## src/rtl/conv_pkg.sv

```systemverilog
// Shared constants and state encoding for the convolution accumulator datapath.
package conv_pkg;

  localparam int ACC_W = 24;

  typedef enum logic [1:0] {
    IDLE,
    ACCUM,
    HOLD
  } acc_state_t;

  localparam logic [ACC_W-1:0] SAT_POS = 24'h7FFFFF;
  localparam logic [ACC_W-1:0] SAT_NEG = 24'h800000;

endpackage

```

## src/rtl/adder24.sv

```systemverilog
// 24-bit carry-lookahead adder: 4-bit lookahead groups with group carries chained.
module adder24 (
  input  logic [23:0] a,
  input  logic [23:0] b,
  input  logic        cin,
  output logic [23:0] s,
  output logic        cout
);

  logic [23:0] g;
  logic [23:0] p;
  logic [23:0] carry;
  logic        cg;

  assign g = a & b;
  assign p = a ^ b;

  // Each group derives its internal carries from the incoming group carry only.
  always_comb begin
    carry = '0;
    cg    = cin;
    for (int k = 0; k < 6; k++) begin
      carry[4*k]   = cg;
      carry[4*k+1] = g[4*k] | (p[4*k] & cg);
      carry[4*k+2] = g[4*k+1] | (p[4*k+1] & g[4*k]) | (p[4*k+1] & p[4*k] & cg);
      carry[4*k+3] = g[4*k+2] | (p[4*k+2] & g[4*k+1]) | (p[4*k+2] & p[4*k+1] & g[4*k])
                   | (p[4*k+2] & p[4*k+1] & p[4*k] & cg);
      cg = g[4*k+3] | (p[4*k+3] & g[4*k+2]) | (p[4*k+3] & p[4*k+2] & g[4*k+1])
         | (p[4*k+3] & p[4*k+2] & p[4*k+1] & g[4*k])
         | (p[4*k+3] & p[4*k+2] & p[4*k+1] & p[4*k] & cg);
    end
    cout = cg;
  end

  assign s = p ^ carry;

endmodule

```

## src/rtl/conv_accum24.sv

```systemverilog
// Streaming signed window accumulator with bias seeding and valid/ready output.
// Define ACC_SAT_EN to clamp on signed overflow instead of wrapping.
module conv_accum24
  import conv_pkg::*;
#(
  parameter int DATA_W    = 16,
  parameter int ACC_W     = 24,
  parameter int MAX_BEATS = 1024,
  localparam int CNT_W    = $clog2(MAX_BEATS + 1)
) (
  input  logic              clk,
  input  logic              rst,
  input  logic              in_valid,
  output logic              in_ready,
  input  logic [DATA_W-1:0] in_data,
  input  logic              in_last,
  input  logic [ACC_W-1:0]  bias,
  output logic              out_valid,
  input  logic              out_ready,
  output logic [ACC_W-1:0]  out_data,
  output logic [CNT_W-1:0]  out_count,
  output logic              out_trunc,
  output logic              out_sat
);

  if (ACC_W != conv_pkg::ACC_W) begin : g_acc_w_check
    $error("conv_accum24: ACC_W must equal 24 to match adder24");
  end

  acc_state_t       state_q;
  acc_state_t       state_d;
  logic [ACC_W-1:0] acc_q;
  logic [ACC_W-1:0] acc_next;
  logic [ACC_W-1:0] op_a;
  logic [ACC_W-1:0] op_b;
  logic [ACC_W-1:0] sum;
  logic [CNT_W-1:0] cnt_q;
  logic             trunc_q;
  logic             accept;
  logic             at_limit;
  logic             close_win;
  logic             out_hs;

  assign in_ready  = (state_q != HOLD) && !rst;
  assign accept    = in_valid && in_ready;
  assign out_hs    = (state_q == HOLD) && out_ready;

  // The first beat adds onto the bias, so one adder serves the whole window.
  assign op_a = (state_q == IDLE) ? bias : acc_q;
  assign op_b = {{(ACC_W-DATA_W){in_data[DATA_W-1]}}, in_data};

  adder24 u_adder (
    .a    (op_a),
    .b    (op_b),
    .cin  (1'b0),
    .s    (sum),
    .cout ()
  );

  assign at_limit  = (state_q == IDLE) ? (MAX_BEATS == 1) : (cnt_q == CNT_W'(MAX_BEATS - 1));
  assign close_win = in_last || at_limit;

`ifdef ACC_SAT_EN
  logic ovf;
  logic sat_q;

  assign ovf      = (op_a[ACC_W-1] == op_b[ACC_W-1]) && (sum[ACC_W-1] != op_a[ACC_W-1]);
  assign acc_next = ovf ? (op_a[ACC_W-1] ? SAT_NEG : SAT_POS) : sum;

  always_ff @(posedge clk) begin
    if (rst) begin
      sat_q <= 1'b0;
    end else if (accept) begin
      sat_q <= ovf || ((state_q == ACCUM) && sat_q);
    end else if (out_hs) begin
      sat_q <= 1'b0;
    end
  end

  assign out_sat = sat_q;
`else
  assign acc_next = sum;
  assign out_sat  = 1'b0;
`endif

  always_ff @(posedge clk) begin
    if (rst) begin
      state_q <= IDLE;
    end else begin
      state_q <= state_d;
    end
  end

  always_comb begin
    state_d = state_q;
    unique case (state_q)
      IDLE, ACCUM: begin
        if (accept) begin
          state_d = close_win ? HOLD : ACCUM;
        end
      end
      HOLD: begin
        if (out_ready) begin
          state_d = IDLE;
        end
      end
      default: state_d = IDLE;
    endcase
  end

  always_ff @(posedge clk) begin
    if (rst) begin
      acc_q   <= '0;
      cnt_q   <= '0;
      trunc_q <= 1'b0;
    end else if (accept) begin
      acc_q   <= acc_next;
      cnt_q   <= (state_q == IDLE) ? CNT_W'(1) : cnt_q + CNT_W'(1);
      trunc_q <= close_win && !in_last;
    end else if (out_hs) begin
      trunc_q <= 1'b0;
    end
  end

  assign out_valid = (state_q == HOLD);
  assign out_data  = acc_q;
  assign out_count = cnt_q;
  assign out_trunc = trunc_q;

endmodule

```

## config.mk

```make
export PLATFORM = sky130hd
export DESIGN_NAME = conv_accum24
export DESIGN_NICKNAME = d
export VERILOG_FILES = /design/src/rtl/conv_pkg.sv /design/src/rtl/adder24.sv /design/src/rtl/conv_accum24.sv
export SDC_FILE = /design/constraint.sdc
export NUM_CORES = 1
export LEC_CHECK = 0
export CELL_PAD_IN_SITES_DETAIL_PLACEMENT = 0
export CELL_PAD_IN_SITES_GLOBAL_PLACEMENT = 1
export CORE_UTILIZATION = 35
export DETAILED_ROUTE_END_ITERATION = 8
export PLACE_DENSITY_LB_ADDON = 0.12
export SLEW_MARGIN = 20
export SYNTH_ARGS = -nofsm -noshare
export SYNTH_HDL_FRONTEND = slang
export SYNTH_SLANG_ARGS = --single-unit
```

## constraint.sdc

```tcl
create_clock -name clk -period 4.3 [get_ports clk]
set_input_delay 0.86 -clock clk [delete_from_list [all_inputs] [get_ports clk]]
set_output_delay 0.86 -clock clk [all_outputs]
set_load 0.02 [all_outputs]
```

# == Word-level counts from Yosys, hierarchy flattened ==
# Index checks and enable logic that the tools add are counted.
# word_totals
register_bits,38
in_bits,45
out_inout_bits,39
elab_cells,168
# classes
add_sub_neg,1
eq_ne,6
muxes,9
bitwise_logic,137
reduce_logical,11
# ops
cell,n
$and A1 B1 Y1,82
$or A1 B1 Y1,52
$xor A24 B24 Y24,2
$mux W24,1
$and A23 B23 Y23,1
$add A11 B1 Y11 const B,1
$eq A11 B10 Y1 const B,1
$mux W11,1
$mux W2,3
$logic_and A1 B1 Y1,4
$ne A2 B2 Y1 const B,2
$pmux W2 S2,1
$mux W1,3
$eq A2 B1 Y1 const B,1
$eq A2 B2 Y1 const B,1
$logic_not A1 Y1,2
$logic_not A2 Y1,1
$ne A2 B1 Y1 const B,1
$reduce_and A2 Y1,1
$reduce_bool A2 Y1,1
$reduce_or A2 Y1,1
$logic_or A1 B1 Y1,1

# == Longest topological paths before layout ==
# Gate-level depths: netlist (run 1).
# logic_depth
word_depth,18
ltp_mapped,12
depth_no_buf,11

# == Hierarchy ==
# From an unflattened synthesis (run 1), not the netlist that was laid out.
# hier_totals
hier_cells,355
hier_area_um2,2955.3
# by_module_without_submodules
mod,n_inst,cells_per_inst,area_per_inst_um2,seq_area_each_um2
conv_accum24,1,211,1836.8,760.7
adder24,1,144,1118.6,0.0

# == Worst setup path after synthesis (run 1) ==
# No wires, ideal clock.
# synth_path
kind,register -> register
start,reg state_q[1]
end,reg acc_q[20] (netlist: out_data[20])
setup_time_ns,0.086
arrival_ns,3.262
t_required_ns,4.214
path_slack_ns,0.953
stages_incl_launch_ff,11
synth_period_minus_slack_ns,3.347
cell_sequence,dfxtp_1 nor2_2 clkbuf_1 mux2_2 ha_1 a211oi_1 o21ai_1 a2111oi_0 a31o_2 fa_1 a211oi_1
# synth_via
elab_chain_len,16
elab_cells_between_ends,60
cone_classes,eq/ne (1); mux (1); bitwise (55); reduce/logical (3)
# synth_rtl
element,line_no,text
from (decl),conv_accum24.sv:30,acc_state_t state_q;
from (signal assigned),conv_accum24.sv:90,state_q <= state_d;
$logic_not A2 Y1,conv_accum24.sv:49,assign op_a = (state_q == IDLE) ? bias : acc_q;
$mux W24,conv_accum24.sv:49,
$xor A24 B24 Y24 / $and A23 B23 Y23 (equally long branches),"adder24.sv:16, adder24.sv:15",
"$and A1 B1 Y1, on equally long branches","adder24.sv:28, adder24.sv:29",
$or A1 B1 Y1 (tied with other cells),adder24.sv:28,cg = g[4*k+3] | (p[4*k+3] & g[4*k+2]) | (p[4*k+3] & p[4*k+2] & g[4*k+1])
$or A1 B1 Y1 / $and A1 B1 Y1 (equally long branches),"adder24.sv:28, adder24.sv:29",
$or A1 B1 Y1,adder24.sv:29,| (p[4*k+3] & p[4*k+2] & p[4*k+1] & g[4*k])
$and A1 B1 Y1,adder24.sv:30,| (p[4*k+3] & p[4*k+2] & p[4*k+1] & p[4*k] & cg);
$or A1 B1 Y1,adder24.sv:30,
$and A1 B1 Y1,adder24.sv:30,
$or A1 B1 Y1,adder24.sv:30,
$and A1 B1 Y1,adder24.sv:30,
$or A1 B1 Y1,adder24.sv:30,
$and A1 B1 Y1,adder24.sv:30,
$or A1 B1 Y1,adder24.sv:30,
$xor A24 B24 Y24,adder24.sv:35,assign s = p ^ carry;
to (signal assigned),conv_accum24.sv:117,acc_q <= acc_next;
to (decl),conv_accum24.sv:32,logic [ACC_W-1:0] acc_q;
# Several ways; a longest one is shown, not always the timed one.
# A chain may end at the register's enable or synchronous reset.

# == Worst setup path after layout (run 1) ==
# layout_path
start,in bias[13]
end,reg acc_q[20] (netlist: out_data[20])
# layout_via
elab_chain_len,9
elab_cells_between_ends,14
cone_classes,mux (1); bitwise (13)
# layout_rtl
element,line_no,text
from (decl),conv_accum24.sv:17,"input logic [ACC_W-1:0] bias,"
$mux W24 *,conv_accum24.sv:49,
$and A23 B23 Y23 / $xor A24 B24 Y24 (equally long branches),"adder24.sv:15, adder24.sv:16",
"$and A1 B1 Y1, on equally long branches","adder24.sv:28, adder24.sv:29, adder24.sv:30",
$or A1 B1 Y1 (tied with other cells),adder24.sv:28,
$or A1 B1 Y1 / $and A1 B1 Y1 (equally long branches),"adder24.sv:29, adder24.sv:30",
$or A1 B1 Y1 *,adder24.sv:30,
$and A1 B1 Y1 *,adder24.sv:30,
$or A1 B1 Y1 *,adder24.sv:30,
$xor A24 B24 Y24 *,adder24.sv:35,
# Every way passes the cells marked *; elsewhere a longest branch is shown, timed or not.

==> metrics.txt, run 1 <==
setup bufs post-CTS=0; status=finished clean; Starting DRT DRC Count=73; cell area after synthesis=0.00280 mm2; syn_area_per_cell=8.40 um2; Layout Nets=489; relative slew slack=48.5%; most common cell after layout, fill and taps aside=clkdlybuf4s50_1; layout cells sized above 1=10.6%; syn_nets=408; gr ovfl total=0; Cell Count, Final, Fillers Out=517; Worst Hold Slack=0.477 ns; routed vias=2629; CTS Sinks=38; fillers=759; GPL Wtd Cong=0.766; Die Ht=91.4 um; vias per cell=5.09; fin crit period=3.49 ns; number of hold buffers added after CTS=0; CTS clk-pin slew, worst paths=0.08 ns; RSZ-0062 raised after global routing=no; #FFs+latches synth=38; Final period util=81.2%; most frequent cells in the layout=clkdlybuf4s50_1 (82), dfxtp_1 (38), nor2_1 (30); WP data arrival=3.70 ns; Design Area, Final=0.00384 mm2; post-synth top area cell=dfxtp_1; Root Buffer=clkbuf_8; met1 Use GR=24.2%; area share of the largest cell type after synthesis=27.2%; GRT Util Overall=17.2%; # setup viols final=0; drt pass-1 iters=4; Post-synth EDFFs=0; Seq/Total Area, Yosys=27.2%; Cell Pwr Density=327 mW/mm2; Starting Density=36.2%; pin count of the biggest net entering global routing=24; I/O pin total=84; final wirelength=6.97 mm; PostCTS Resize Cnt=0; met2 global-route usage=27.4%; f_max=286 MHz; P&R area growth vs syn=37.5%; Worst Tran Pin Value=0.772 ns; vias in the first global route=2408; # port buffers=82; leakage=1.52 nW; Final Power=1.26 mW; Clock Latency Late Sink=0.29 ns; Die Area=0.00835 mm2; Final ANT Viol Nets=0; final worst slack=0.808 ns; Die X=91.4 um; CTS max path bufs=2; # rows=32; CP startpoint kind=input port; yosys warns=0; pre-CTS setup slack=0.567 ns; ys async rst share=0%; Placed Area=0.00373 mm2; Core Region=0.00773 mm2; peak supply drop=0.182 mV; Pins Over Slew Limit=0; CP max FO=4; Area contributors post-synth=dfxtp_1 (27%), ha_1 (11%), mux2_2 (9.3%); Final HPWL DP=5.34 mm; Top Usage Layer GRT=met2; top_reg_cell synth=dfxtp_1; diode count=0; Worst Hold Class=register to register; Yosys cell types=48; global-route wire length before repair=11.7 mm; Final Util=49.8%; number of max-cap violations=0; Syn Inst Count=333; crit end category=register; met3 Use GR=2.93%; H-Tree Depth=2; critical path class=input port to register; TritonCTS buffer count=5; setup TNS=0 ns; CTS tree=built; Placed Instances=509; wire per inst=13.5 um; Final Hold Viols=0; Residual DRC=0; post-route clock skew=0.00853 ns; initial antenna violation count=0; Worst Path Required=4.51 ns
cell type report:
cell class	count	area, um2	share of cell area, %
sequential	38	761	19.8
tap	102	128	3.32
timing repair buffer	87	858	22.3
clock inverter	3	45.0	1.17
clock buffer	5	68.8	1.79
inverter	26	97.6	2.54
multi-input combinational	256	1890	49.1
cell families after synthesis:
group,count (synthesis),share of synthesized area [%]
and+or+nand+nor,106,18.7
AOI/OAI and AO/OA,72,16.5
buffers and inverters,39,5.50
DFF,38,27.2
adders and majority gates,30,15.0
muxes,27,10.7
xor gates and xnor gates,20,6.26
other,1,0.134
per-layer routing:
layer | routed length, um | vias to the layer above
li1 | - | 1347
met3 | 246 | 5
met2 | 3210 | 48
met4 | 50 | 0
met5 | 0 | -
met1 | 3470 | 1229
worst max-delay path, stage by stage:
cell and delay [ns]:
clkdlybuf4s50_1 0.40, mux2_2 0.27, ha_1 0.33, a211oi_1 0.36
o21ai_1 0.15, a2111oi_0 0.44, a31o_2 0.28, fa_1 0.43
a211oi_1 0.19
synthesized netlist by cell type (all sizes together) (5+ instances only):
library cell,number
dfxtp,38
nor2,33
inv,26
ha,24
mux2,23
nand3,23
o21ai,21
nand2,19
a21oi,14
xor2,11
a211oi,9
xnor2,9
clkbuf,8
and3,7
fa,6
buf,5
nand4,5
o21a,5
report_power, final:
| part | internal [mW] | total, mW | switching (mW) |
|---|---|---|---|
| Combinational | 0.257 | 0.522 | 0.265 |
| Clock | 0.173 | 0.315 | 0.142 |
| Sequential | 0.391 | 0.422 | 0.0307 |
final timing paths:
kind,start,endpoint,slack [ns],cells past startpoint
worst max-delay path,bias[13],out_data[20],0.81,9
worst min-delay path,out_data[0],out_data[0],0.48,2
worst max register to register,state_q[0],out_data[20],0.85,10
worst min register to register,out_data[0],out_data[0],0.48,2
sequential cells by signal (all words and copies together), names as in the netlist:
signal,cells
out_count,11
out_trunc,1
state_q,2
out_data,24
No activity file was read; power rests on OpenSTA's default activity.
==> run 2, diff against run 1 <==
- CORE_UTILIZATION: 35 -> 31
- clock period: 4.3 -> 2.9 ns (I/O delays scaled with it)
==> metrics.txt, run 2 (synthesized netlist as in run 1, its figures left out) <==
global-route wire length before repair=13.1 mm; H-Tree Depth=2; routed vias=2806; diode count=0; Cell Pwr Density=483 mW/mm2; clock power share=24.8%; layout cells sized above 1=28.7%; Clock Latency Late Sink=0.30 ns; Final Util=53.3%; Layout Nets=537; P&R area growth vs syn=66.2%; final worst slack=-0.0447 ns; CP max FO=7; post-route clock skew=0.00706 ns; # rows=34; vias in the first global route=2782; leakage=1.85 nW; Final Power=2.24 mW; Switching Power=0.744 mW; max reg flops=24; Residual DRC=0; Final HPWL DP=6.09 mm; critical path's slowest cell=fa_2; failing checks=setup timing; setup TNS=-0.0573 ns; Design Area, Final=0.00465 mm2; f_max=340 MHz; CP Cell Sequence=nor2_4 -> buf_12 -> mux2_4 -> ha_4 -> nand4_1 -> a311oi_4 -> o21ai_2 -> a31o_4 -> fa_2 -> a211oi_2; Core Region=0.00872 mm2; most common cell after layout, fill and taps aside=clkdlybuf4s50_1; number of hold buffers added after CTS=0; Root Buffer=clkbuf_8; TritonCTS buffer count=5; number of max-cap violations=0; WP data arrival=3.13 ns; status=finished, violations left; GPL Wtd Cong=0.808; initial antenna violation count=0; Worst Hold Slack=0.478 ns; Starting Density=32.1%; Worst Path Required=3.08 ns; CP bufs+invs=1; peak supply drop=0.201 mV; Final ANT Viol Nets=0; Placed Area=0.00414 mm2; CP delay by family, top=compound AO/OA/AOI/OAI gates; most frequent cells in the layout=clkdlybuf4s50_1 (82), buf_4 (49), dfxtp_1 (36); critical path class=register to register; RSZ-0062 raised after global routing=yes; gr ovfl total=0; crit end category=register; CTS Sinks=38; Die Ht=97.0 um; Final Hold Viols=0; Flop pwr share=27.9%; Final period util=102%; sw frac=33.1%; Combinational Power Share=47.4%; # port buffers=82; CTS clk-pin slew, worst paths=0.09 ns; Worst Hold Class=register to register; Die Area=0.00940 mm2; CTS tree=built; CTS max path bufs=2; vias per cell=4.91; internal power=1.50 mW; Die X=97.0 um; final wirelength=7.89 mm; GRT Util Overall=16.9%; fin crit period=2.94 ns; Starting DRT DRC Count=59; wire per inst=13.8 um; crit-path max cell delay=0.53 ns; I/O pin total=84; # setup viols final=2; Pins Over Slew Limit=0; CP startpoint kind=register; drt pass-1 iters=4; pin count of the biggest net entering global routing=17
==> run 2: cell types whose count changed in the layout (fill, tap and decap cells not counted), sizes merged <==
cell	change
buf	+48
clkinvlp	-2
bufinv	+1
clkinv	+1
==> run 2: timing repair <==
item / in CTS / in global routing
pin swaps: 14 / 16
setup buffers: 5 / 6
setup endpoints to repair: 8 / 11
endpoints found under the hold margin: 0 / 0
gates resized for setup: 31 / 22
gates cloned: 0 / 0
==> run 2: power by group through the flow <==
stage | Clock (mW) | Combinational [mW] | Sequential (mW)
4_1_cts | 0.569 | 1.01 | 0.627
6_report | 0.556 | 1.06 | 0.625
2_1_floorplan | 0 | 0.470 | 0.698
5_1_grt | 0.596 | 1.16 | 0.636
3_3_place_gp | 0 | 0.903 | 0.637
3_5_place_dp | 0 | 0.913 | 0.637
==> run 2: metrics by stage <==
stage	instances	worst slack, ns
after global routing	571	-0.159
after detailed placement	553	-0.310
after CTS	566	-0.000759
after global placement	553	-0.275
after floorplan	333	0.00972
final	571	-0.0447
==> run 2: routing by layer <==
metal | vias to the layer above | track usage (%) | routed length (um)
met1 | 1295 | 22.3 | 3880
met2 | 57 | 28.2 | 3670
li1 | 1448 | - | -
met4 | 0 | 4.36 | 91
met5 | - | 0 | 0
met3 | 6 | 3.25 | 246
==> run 2: final cells by class <==
class	instances	area [um2]
Inverter	26	97.6
Fill cell	822	4070
Tap cell	108	135
Clock buffer	5	68.8
Clock inverter	3	68.8
Sequential cell	38	763
Multi-Input combinational cell	256	2260
Timing Repair Buffer	135	1250
==> run 2: final timing paths <==
kind | start | end | slack (ns) | cells past startpoint
worst max-delay path | state_q[0] | out_data[20] | -0.04 | 10
worst min-delay path | out_data[17] | out_data[17] | 0.48 | 2
worst max register to register | state_q[0] | out_data[20] | -0.04 | 10
worst min register to register | out_data[17] | out_data[17] | 0.48 | 2
==> run 2: worst reg2reg max path, delay by kind of cell (launching register included) <==
kind	cells	cell delay (ns)
DFF	1	0.34
adders and majority gates	2	0.82
muxes	1	0.31
buffers and inverters	1	0.15
and+or+nand+nor	2	0.37
AOI/OAI and AO/OA	4	0.83
